$ cat config.mk
export PLATFORM = sky130hd
export DESIGN_NAME = prog_counter
export DESIGN_NICKNAME = d
export VERILOG_FILES = /design/src/rtl/prog_counter.sv
export SDC_FILE = /design/constraint.sdc
export NUM_CORES = 1
export LEC_CHECK = 0
export CAP_MARGIN = 20
export CELL_PAD_IN_SITES_DETAIL_PLACEMENT = 1
export CELL_PAD_IN_SITES_GLOBAL_PLACEMENT = 1
export CORE_MARGIN = 5
export CORE_UTILIZATION = 45
export CTS_CLUSTER_DIAMETER = 100
export DETAILED_ROUTE_END_ITERATION = 8
export PLACE_DENSITY_LB_ADDON = 0.1
export SYNTH_ARGS = -nofsm -noshare
export SYNTH_HDL_FRONTEND = slang
export SYNTH_SLANG_ARGS = --single-unit
$ cat constraint.sdc
create_clock -name clk -period 4.9 [get_ports clk]
set_clock_uncertainty 0.1 [all_clocks]
set_input_delay 0.98 -clock clk [delete_from_list [all_inputs] [get_ports clk]]
set_output_delay 0.98 -clock clk [all_outputs]
set_load 0.01 [all_outputs]
$ cat src/rtl/prog_counter.sv
// Program counter: step increment with optional saturation, absolute load,
// synchronous clear and call/return through a small return-address stack.
module prog_counter #(
  parameter int          WIDTH     = 16,
  parameter int unsigned STEP      = 1,
  parameter int          DEPTH     = 4,
  parameter bit          SATURATE  = 1'b0,
  parameter logic [WIDTH-1:0] RESET_VEC = '0,
  localparam int         SPW       = $clog2(DEPTH+1)
) (
  input  logic             clk,
  input  logic             rst_n,
  input  logic             clr,
  input  logic             load,
  input  logic             call,
  input  logic             ret,
  input  logic             inc,
  input  logic [WIDTH-1:0] in,
  output logic [WIDTH-1:0] out,
  output logic             wrap,
  output logic [SPW-1:0]   sp,
  output logic             stack_full,
  output logic             stack_empty,
  output logic             stack_err
);

  localparam int AW = (DEPTH > 1) ? $clog2(DEPTH) : 1;

  logic [WIDTH-1:0] r_out;
  logic [SPW-1:0]   r_sp;
  logic             r_wrap;
  logic             r_err;
  logic [WIDTH-1:0] r_stack [DEPTH];

  logic [WIDTH:0]   w_sum;
  logic             w_carry;
  logic             w_full;
  logic             w_empty;
  logic             w_push;
  logic [AW-1:0]    w_push_idx;
  logic [AW-1:0]    w_pop_idx;

  // One adder serves both inc and the call return address; the return
  // address always takes the modulo result, saturation applies to inc only.
  assign w_sum      = {1'b0, r_out} + (WIDTH+1)'(STEP);
  assign w_carry    = w_sum[WIDTH];
  assign w_full     = (r_sp == SPW'(DEPTH));
  assign w_empty    = (r_sp == '0);
  assign w_push     = !clr && !ret && call && !w_full;
  assign w_push_idx = AW'(r_sp);
  assign w_pop_idx  = AW'(r_sp - 1'b1);

  always_ff @(posedge clk or negedge rst_n) begin
    if (!rst_n) begin
      r_out  <= RESET_VEC;
      r_sp   <= '0;
      r_wrap <= 1'b0;
      r_err  <= 1'b0;
    end else begin
      r_wrap <= 1'b0;
      r_err  <= 1'b0;
      if (clr) begin
        r_out <= RESET_VEC;
        r_sp  <= '0;
      end else if (ret) begin
        if (w_empty) begin
          r_err <= 1'b1;
        end else begin
          r_out <= r_stack[w_pop_idx];
          r_sp  <= r_sp - 1'b1;
        end
      end else if (call) begin
        if (w_full) begin
          r_err <= 1'b1;
        end else begin
          r_out <= in;
          r_sp  <= r_sp + 1'b1;
        end
      end else if (load) begin
        r_out <= in;
      end else if (inc) begin
        r_wrap <= w_carry;
        r_out  <= (SATURATE && w_carry) ? '1 : w_sum[WIDTH-1:0];
      end
    end
  end

  // Stack contents are don't-care after reset, so no reset on the storage.
  always_ff @(posedge clk) begin
    if (w_push) r_stack[w_push_idx] <= w_sum[WIDTH-1:0];
  end

  assign out         = r_out;
  assign sp          = r_sp;
  assign wrap        = r_wrap;
  assign stack_err   = r_err;
  assign stack_full  = w_full;
  assign stack_empty = w_empty;

endmodule

# Word level (Yosys, flattened, before mapping)
# Memory sizes are Yosys's and may differ from the RTL's.
# Index checks and enable logic that the tools add are counted.
dict set report classes {
  add_sub_neg 3
  eq_ne 4
  n_mux 24
  reduce_logical 11
}
# operator n
set ops {}
lappend ops {{16-bit 2-to-1 mux} 7}
lappend ops {{16-bit by 1-bit adder with 17-bit output, second input constant} 1}
lappend ops {{3-bit 2-to-1 mux} 5}
lappend ops {{1-bit 2-to-1 mux} 12}
lappend ops {{3-bit != test, second input constant} 2}
lappend ops {{3-bit AND reduction} 2}
lappend ops {{5-bit nonzero test} 1}
lappend ops {{4-bit != test, second input constant} 1}
lappend ops {{3-bit by 1-bit adder with 3-bit output, second input constant} 1}
lappend ops {{3-bit == test, second input constant} 1}
lappend ops {{1-bit logical AND} 3}
lappend ops {{1-bit logical NOT} 3}
lappend ops {{3-bit logical NOT} 1}
lappend ops {{3-bit nonzero test} 1}
lappend ops {{3-bit by 1-bit subtractor with 3-bit output, second input constant} 1}
dict set report word_totals {
  register_bits 21
  ram_bits 64
  inputBits 23
  output_inout_bits 23
  wordCells 47
  n_memories 1
}
# name words width rd rd_ports_with_merged_regs write_ports line_no
set mem_list {}
lappend mem_list {r_stack 4 16 1 0 1 33} ;# logic [WIDTH-1:0] r_stack [DEPTH];

# Depth between registers and ports, before layout
# Gate-level depths: netlist of run 1.
dict set report depth {
  word_depth 6
  mapped_depth 10
}

# Least setup slack after synthesis of run 1
# No wires, ideal clock.
dict set report synth_timing {
  kind {reg-to-reg}
  startpoint {register r_sp[0], in the netlist sp[0]}
  endpoint {register r_out[2], in the netlist out[2]}
  arrival_ns 2.699
  required_ns 4.679
  slack_ns 1.980
  stages_incl_launch_ff 11
  n_path_buf 4
  synth_period_minus_slack_ns 2.920
  path_cell_list {dfrtp_1 > buf_2 > buf_2 > inv_1 > ha_1 > clkbuf_1 > buf_1 > mux4_2 > nand2_1 > o21ai_0 > a22o_1}
}
dict set report synth_between {
  elab_chain_len 5
  word_cells_on_any_way 10
  cone_classes {add/sub: 1; eq/ne: 3; mux: 3; reduce/logical: 2; memory: 1}
}
# element line_no
set synth_lines {}
lappend synth_lines {{start, declared} 30} ;# logic [SPW-1:0] r_sp;
lappend synth_lines {{start signal, assigned} 70} ;# r_sp <= r_sp - 1'b1;
lappend synth_lines {{start signal, assigned} 77} ;# r_sp <= r_sp + 1'b1;
lappend synth_lines {{3-bit by 1-bit subtractor with 3-bit output} n/a}
lappend synth_lines {{memory read 4 x 16 bit} n/a}
lappend synth_lines {{16-bit 2-to-1 mux} 66} ;# if (w_empty) begin
lappend synth_lines {{16-bit 2-to-1 mux} 65} ;# end else if (ret) begin
lappend synth_lines {{16-bit 2-to-1 mux} 62} ;# if (clr) begin
lappend synth_lines {{end signal, assigned} 69} ;# r_out <= r_stack[w_pop_idx];
lappend synth_lines {{end signal, assigned} 76} ;# r_out <= in;
lappend synth_lines {{end signal, assigned} 80} ;# r_out <= in;
lappend synth_lines {{end, declared} 29} ;# logic [WIDTH-1:0] r_out;
# Parallel ways exist; a longest one is shown, timed or not. The select of a mux whose other input is x is not followed.
# A chain may end at the register's enable or synchronous reset.

# Final worst setup path of run 1
dict set report layout_timing {
  startpoint {register r_sp[0], in the netlist sp[0]}
  endpoint {output stack_empty}
}
dict set report layout_between {
  elab_chain_len 1
}
# element line_no
set layout_lines {}
lappend layout_lines {{3-bit logical NOT} 48} ;# assign w_empty = (r_sp == '0);
lappend layout_lines {{end, declared} 23} ;# output logic stack_empty,
# Every way passes these cells.

==> results of run 1 <==
-- how the worst max path moves through the flow --
| stage | end | cells after the start |
|---|---|---|
| final | stack_empty | 6 |
| after floorplan | out[2] | 10 |
| after global placement | r_stack[3][9] | 4 |
| after CTS | stack_empty | 6 |
| after detailed placement | r_stack[1][3] | 4 |
| after global routing | stack_empty | 6 |
-- cell type report --
| class | count | share of cell area |
|---|---|---|
| multi-input combinational | 189 | 0.318 |
| timing repair buffer | 51 | 0.102 |
| clock buffer | 10 | 0.0260 |
| inverter | 8 | 0.00612 |
| tap | 108 | 0.0275 |
| clock inverter | 6 | 0.0227 |
| sequential | 85 | 0.498 |
-- kinds of logic (layout without fill, tap and decap cells) --
| group | Yosys count | after routing | synth area share |
|---|---|---|---|
| flip-flops | 85 | 85 | 0.595 |
| AND/OR/NAND/NOR | 82 | 82 | 0.120 |
| AO/OA/AOI/OAI | 70 | 70 | 0.121 |
| buffers and inverters | 26 | 75 | 0.0253 |
| multiplexers | 18 | 18 | 0.0925 |
| XOR/XNOR | 13 | 13 | 0.0277 |
| adder cells (fa/ha/maj) | 6 | 6 | 0.0183 |
-- worst reg2reg max path, cell delays in order (launching register included) --
cell,delay (ns)
sky130_fd_sc_hd__dfrtp_1,0.33
sky130_fd_sc_hd__buf_4,0.35
sky130_fd_sc_hd__inv_1,0.16
sky130_fd_sc_hd__ha_1,0.86
sky130_fd_sc_hd__mux4_2,0.46
sky130_fd_sc_hd__and2_1,0.18
sky130_fd_sc_hd__o32a_1,0.34
-- registers in the layout, summed over array words and instances, names as in the netlist --
| name | cells |
|---|---|
| sp | 3 |
| stack_err | 1 |
| out | 16 |
| wrap | 1 |
| r_stack | 64 |
-- cells in the final DEF (no fill, tap or decap), types with 3 or more instances in the layout --
master and instances:
sky130_fd_sc_hd__a22oi_1 4, sky130_fd_sc_hd__clkbuf_8 9, sky130_fd_sc_hd__clkdlybuf4s50_1 45, sky130_fd_sc_hd__o221ai_1 3
sky130_fd_sc_hd__xnor2_1 12, sky130_fd_sc_hd__and3_1 6, sky130_fd_sc_hd__nand3_1 9, sky130_fd_sc_hd__nand2b_1 4
sky130_fd_sc_hd__nand4_1 3, sky130_fd_sc_hd__buf_4 5, sky130_fd_sc_hd__nor4_1 3, sky130_fd_sc_hd__nand2_1 19
sky130_fd_sc_hd__a221o_1 3, sky130_fd_sc_hd__dfrtp_1 21, sky130_fd_sc_hd__inv_1 8, sky130_fd_sc_hd__a311oi_1 3
sky130_fd_sc_hd__mux4_2 16, sky130_fd_sc_hd__or4_4 3, sky130_fd_sc_hd__edfxtp_1 64, sky130_fd_sc_hd__ha_1 6
sky130_fd_sc_hd__nor2_1 7, sky130_fd_sc_hd__a21oi_1 6, sky130_fd_sc_hd__or3_1 3, sky130_fd_sc_hd__o31ai_1 3
sky130_fd_sc_hd__a211oi_1 3, sky130_fd_sc_hd__a211o_1 6, sky130_fd_sc_hd__a31oi_1 3, sky130_fd_sc_hd__bufinv_16 3
sky130_fd_sc_hd__nor2b_1 3, sky130_fd_sc_hd__o21ai_0 21, sky130_fd_sc_hd__and2_1 5
-- stage by stage --
stage | util | cells | instance area (µm²)
2_1_floorplan | - | 300 | 4110
6_report | 0.558 | 457 | 4910
3_3_place_gp | 0.529 | 440 | 4660
4_1_cts | 0.556 | 456 | 4900
5_1_grt | 0.558 | 457 | 4910
3_5_place_dp | 0.529 | 440 | 4660
-- power by group --
part	switching, W	internal [W]	total, W	leakage (nW)
clock network	0.000259	0.000340	0.000598	0.117
registers	0.000124	0.000903	0.00103	0.860
logic	0.000362	0.000336	0.000698	0.761
-- routing by layer --
metal  track usage  vias up  routed length, µm
li1              -     1277                  -
met1         0.294     1496               4920
met2         0.371       83               6130
met3        0.0373       21                601
met4        0.0962        0                293
met5             0        -                  0
==> impl_summary.log, run 1 <==
INFO  metric cts-root-to-sink-buffers = 2
INFO  metric setup-violations-final = 0
INFO  metric multiInputGateArea = 1560 µm²
INFO  metric hold_path_end = sp[1]
INFO  metric cp.arrival = approximately 2.4 ns
INFO  metric holdPathStages = 2
INFO  metric cts_tree = done
INFO  metric numCtsBuffers = 9
INFO  metric io_pins = 46
INFO  metric post-dp-hpwl = 8120 µm
INFO  metric via_count = ~2,900
INFO  metric count_of_pins_over_their_slew_limit = 0
INFO  metric finalWirelength = 11,900 µm
INFO  metric power_density = 473 nW/µm²
INFO  metric clk_transition_reported_paths = 0.09 ns
INFO  metric yosysTopAreaCellShare = 0.468
INFO  metric chipHeight = about 110 µm
INFO  metric layout_min_cycle_time = approximately 3.5 ns
INFO  metric number_of_hold_repair_buffers_added_at_the_cts_stage = 0
INFO  metric cts_root_buffer = sky130_fd_sc_hd__clkbuf_8
INFO  metric worst_path_max_delay_cell = sky130_fd_sc_hd__clkdlybuf4s50_1
INFO  metric cpMostUsedCell = sky130_fd_sc_hd__inv_1
INFO  metric whs = 0.499 ns
INFO  metric path_max_fanout = 22
INFO  metric pre_cts_slack = 1.15 ns
INFO  metric fillers = 874
INFO  metric reg2reg_setup_slack = 2.00 ns
INFO  metric crit_start = sp[0]
INFO  metric fp.dieW = 106 µm
INFO  metric synth_cells = 300
INFO  metric fin_ws = 1.44 ns
INFO  metric synth.distinct_cells = 54
INFO  metric ys_top_cells_by_count = sky130_fd_sc_hd__edfxtp_1 (64), sky130_fd_sc_hd__dfrtp_1 (21), sky130_fd_sc_hd__o21ai_0 (21)
INFO  metric max-cap-violations = 0
INFO  metric average_detailed_routed_wire_length_per_instance = 26.1 µm
INFO  metric crit_path_end_kind = primary output
INFO  metric clock_latency = 0.36 ns
INFO  metric post-synth-top-count-cell = sky130_fd_sc_hd__edfxtp_1
INFO  metric grt_start_max_net_pins = 23
INFO  metric total_grt_usage = 0.224
INFO  metric initial_core_util = 0.467
INFO  metric drt-initial-drc-count = between 150 and 200
INFO  metric floorplan.die_area = 11,100 µm²
INFO  metric critical_path_required = 3.82 ns
INFO  metric finalCritPeriodShare = 0.707
INFO  metric synth_seq_cells = 85
INFO  metric r2r-end = out[8]
INFO  metric fp.coreArea = 8810 µm²
INFO  metric critical_path.top_delay_family = buffers and inverters
INFO  metric antenna_found_initial = 0
INFO  metric transition_time_at_the_pin_with_the_least_slew_margin = 0.904 ns
INFO  metric report.final.hold_viol_count = 0
INFO  metric drtAntennaViolNets = 0
INFO  metric r2r-start = sp[0]
INFO  metric dominantRegCellSynth = sky130_fd_sc_hd__edfxtp_1
INFO  metric final-seq-area = 2450 µm²
INFO  metric outcome = completed
INFO  metric gp_congestion = 0.794
INFO  metric grt_setup_unrepaired = no
INFO  metric drt_first_pass_iters = 4
INFO  metric critical_path_class = reg2out
INFO  metric startpoint_type = flop
INFO  metric route.detailed.vias_per_inst = between 6 and 7
INFO  metric crit_buf_inv = 4
INFO  metric final_net_count = between 300 and 400
INFO  metric worst_r2r_path_depth = 6
INFO  metric drt_drc_violations_left = 0
INFO  metric leakagePower = 1.74 nW
INFO  metric min-delay-start = sp[1]
INFO  metric timing.hold.worst.class = reg2reg
INFO  metric post_synth_instance_area = just over 4000 µm²
INFO  metric clock.fmax = 289 MHz
INFO  metric synthesized_area_divided_by_synthesized_cell_count = 13.7 µm²
INFO  metric ys_async_sr_fraction = 0.247
INFO  metric crit_path_max_incr_delay = 0.50 ns
INFO  metric antenna_cells = 0
INFO  metric register_area_share_after_synthesis = 0.595
INFO  metric synth.largest_area_cell = sky130_fd_sc_hd__edfxtp_1
INFO  metric rows = 34
INFO  metric synth_top_cells_by_area = sky130_fd_sc_hd__edfxtp_1 (47%), sky130_fd_sc_hd__dfrtp_1 (13%), sky130_fd_sc_hd__mux4_2 (8.8%), sky130_fd_sc_hd__o21ai_0 (2.6%), sky130_fd_sc_hd__xnor2_1 (2.6%)
INFO  metric maxSlewHeadroom = 0.397
INFO  metric drive_gt1_frac = 0.146
INFO  metric post_cts_resize_count = 0
INFO  metric htreeDepth = 3
INFO  metric placement.io_buffers = 45
INFO  metric grt_pass1_vias = roughly 3,100
INFO  metric syn_to_final_growth = 19.5%
INFO  metric setup-tns-final = 0 ns
INFO  metric cp_cell_sequence = buf_4, inv_1, ha_1, nand2b_1, inv_1, clkdlybuf4s50_1
INFO  metric total_power = 0.00232 W
INFO  metric worst_ir_drop_vdd = 0.000263 V
INFO  metric cts.sink_count = 85
INFO  metric ys_warn_count = 0
INFO  metric wire_length_of_the_first_global_routing_pass = 18,500 µm
INFO  metric grt.overflow.total = 0
INFO  metric number_of_enable_flip_flop_cells_after_synthesis = 64
INFO  metric synth_fp_nets = 329
INFO  metric post_cts_buffers = 0
Note: power is estimated with default switching activity, not from simulation.
==> run 2, diff against run 1 <==
- CORE_UTILIZATION: 45 -> 42
- clock period: 4.9 -> 2.9 ns (I/O delays scaled with it)
==> impl_summary.log, run 2 (same netlist as run 1, synthesis figures left out) <==
INFO  metric htreeDepth = 3
INFO  metric leading_cell_type_in_the_layout_fill_and_taps_excluded = sky130_fd_sc_hd__edfxtp_1
INFO  metric largest-register = r_stack
INFO  metric crit_buf_inv = 3
INFO  metric pre_cts_slack = 0.203 ns
INFO  metric drt-initial-drc-count = between 150 and 200
INFO  metric cts_tree = done
INFO  metric cpMostUsedCell = sky130_fd_sc_hd__inv_1
INFO  metric crit_path_end_kind = primary output
INFO  metric placement.io_buffers = 45
INFO  metric leakagePower = between 1.5 and 2 nW
INFO  metric layout_min_cycle_time = between 2 and 3 ns
INFO  metric cts.sink_count = 85
INFO  metric drt_drc_violations_left = 0
INFO  metric crit_path_max_incr_delay = approximately 0.54 ns
INFO  metric initial_core_util = 0.426
INFO  metric worst_path_max_delay_cell = sky130_fd_sc_hd__clkdlybuf4s50_1
INFO  metric route.detailed.vias_per_inst = 5.86
INFO  metric path_max_fanout = 7
INFO  metric post-dp-hpwl = approximately 8000 µm
INFO  metric p_sw = 0.00128 W
INFO  metric antenna_cells = 0
INFO  metric grt_start_max_net_pins = 22
INFO  metric grt_pass1_vias = between 3,000 and 4,000
INFO  metric internal = 0.00263 W
INFO  metric io_pins = 46
INFO  metric fp.dieW = 109 µm
INFO  metric count_of_pins_over_their_slew_limit = 0
INFO  metric fp.coreArea = 9640 µm²
INFO  metric critical_path.top_delay_family = buffers and inverters
INFO  metric clock_power_share = 0.240
INFO  metric total_grt_usage = 0.207
INFO  metric grt.overflow.total = 0
INFO  metric syn_to_final_growth = 24.1%
INFO  metric max-cap-violations = 0
INFO  metric numCtsBuffers = 9
INFO  metric antenna_found_initial = 0
INFO  metric drtAntennaViolNets = 0
INFO  metric floorplan.die_area = 11,900 µm²
INFO  metric final_net_count = 391
INFO  metric layout.cells.most_common_list = sky130_fd_sc_hd__edfxtp_1 (64), sky130_fd_sc_hd__clkdlybuf4s50_1 (45), sky130_fd_sc_hd__o21ai_0 (21), sky130_fd_sc_hd__dfrtp_1 (21), sky130_fd_sc_hd__buf_4 (20)
INFO  metric maxSlewHeadroom = 0.690
INFO  metric finalCritPeriodShare = 0.932
INFO  metric cts_root_buffer = sky130_fd_sc_hd__clkbuf_8
INFO  metric setup-violations-final = 0
INFO  metric via_count = between 2,000 and 3,000
INFO  metric power.share.sequential = 0.442
INFO  metric power_frac_comb = 0.318
INFO  metric startpoint_type = flop
INFO  metric drive_gt1_frac = 0.188
INFO  metric fin_ws = 0.199 ns
INFO  metric setup-tns-final = 0 ns
INFO  metric outcome = completed
INFO  metric gp_congestion = 0.806
INFO  metric drt_first_pass_iters = 4
INFO  metric wire_length_of_the_first_global_routing_pass = roughly 18,000 µm
INFO  metric worst_ir_drop_vdd = 0.000354 V
INFO  metric critical_path_class = reg2out
INFO  metric clock_latency = 0.36 ns
INFO  metric cts-root-to-sink-buffers = 2
INFO  metric power_density = 766 nW/µm²
INFO  metric chipHeight = 109 µm
INFO  metric finalWirelength = 11,600 µm
INFO  metric rows = 36
INFO  metric critical_path_required = 2.22 ns
INFO  metric transition_time_at_the_pin_with_the_least_slew_margin = 0.462 ns
INFO  metric clk_transition_reported_paths = 0.09 ns
INFO  metric grt_setup_unrepaired = no
INFO  metric clock.fmax = 370 MHz
INFO  metric swShare = 0.327
INFO  metric timing.hold.worst.class = in2async
INFO  metric number_of_hold_repair_buffers_added_at_the_cts_stage = 0
INFO  metric largest_register_ff_count = between 60 and 70
INFO  metric cp_cell_sequence = inv_1, ha_1, nand2b_2, inv_1, clkdlybuf4s50_1
INFO  metric average_detailed_routed_wire_length_per_instance = 23.3 µm
INFO  metric report.final.hold_viol_count = 0
INFO  metric cp.arrival = between 2 and 2.5 ns
-- run 2: final timing paths --
path	startpoint	end	slack, ns	cells past startpoint
min	rst_n	sp[1]	0.48	2
min reg2reg	sp[1]	sp[1]	0.52	2
min in group clk	sp[1]	sp[1]	0.52	2
max reg2reg	out[0]	out[14]	0.61	5
max	sp[1]	stack_empty	0.20	5
max in group asynchronous	rst_n	out[14]	1.95	2
-- run 2: metal layers --
layer / vias to the layer above / global-route usage / share of wire
met5: - / 0 / 0
met4: 0 / 0.0505 / 0.011
met3: 11 / 0.0420 / 0.043
met2: 59 / 0.347 / 0.51
met1: 1539 / 0.278 / 0.44
li1: 1320 / - / -
-- run 2: worst reg2reg max path, stage by stage (launching register included) --
cell and delay, ns:
sky130_fd_sc_hd__dfrtp_1 0.52, sky130_fd_sc_hd__ha_1 0.26, sky130_fd_sc_hd__nand3_1 0.22, sky130_fd_sc_hd__or4_4 0.50, sky130_fd_sc_hd__a211o_1 0.28, sky130_fd_sc_hd__a211o_1 0.29
-- run 2: power groups by stage --
stage	Sequential (W)	Clock, W	Combinational [W]
CTS	0.00173	0.000961	0.00125
finish	0.00173	0.000938	0.00124
global route	0.00175	0.00102	0.00135
floorplan	0.00171	0	0.000692
global placement	0.00174	0	0.00121
detailed placement	0.00175	0	0.00124
-- run 2: area by class of cell --
cell class / count / area (µm²)
clock buffer: 11 / 131
clock inverter: 5 / 83.8
fill: 1025 / 4540
inverter: 8 / 30.0
multi-input combinational: 189 / 1560
sequential: 85 / 2450
tap: 133 / 166
timing repair buffer: 69 / 681
-- run 2: through the flow --
stage	instances	utilization	total power, W	hold WS (ns)	cell area, µm²
finish	500	0.529	0.00391	0.479	5100
floorplan	300	-	0.00240	0.184	4110
global placement	484	0.507	0.00295	0.477	4880
CTS	500	0.529	0.00394	0.482	5100
detailed placement	484	0.507	0.00300	0.506	4880
global route	500	0.529	0.00412	0.497	5100
-- run 2: repair_timing --
item                                    CTS  global route
gates resized for setup                   0             1
endpoints found under the setup margin    0             1
setup buffers                             0             0
endpoints found under the hold margin     0             0
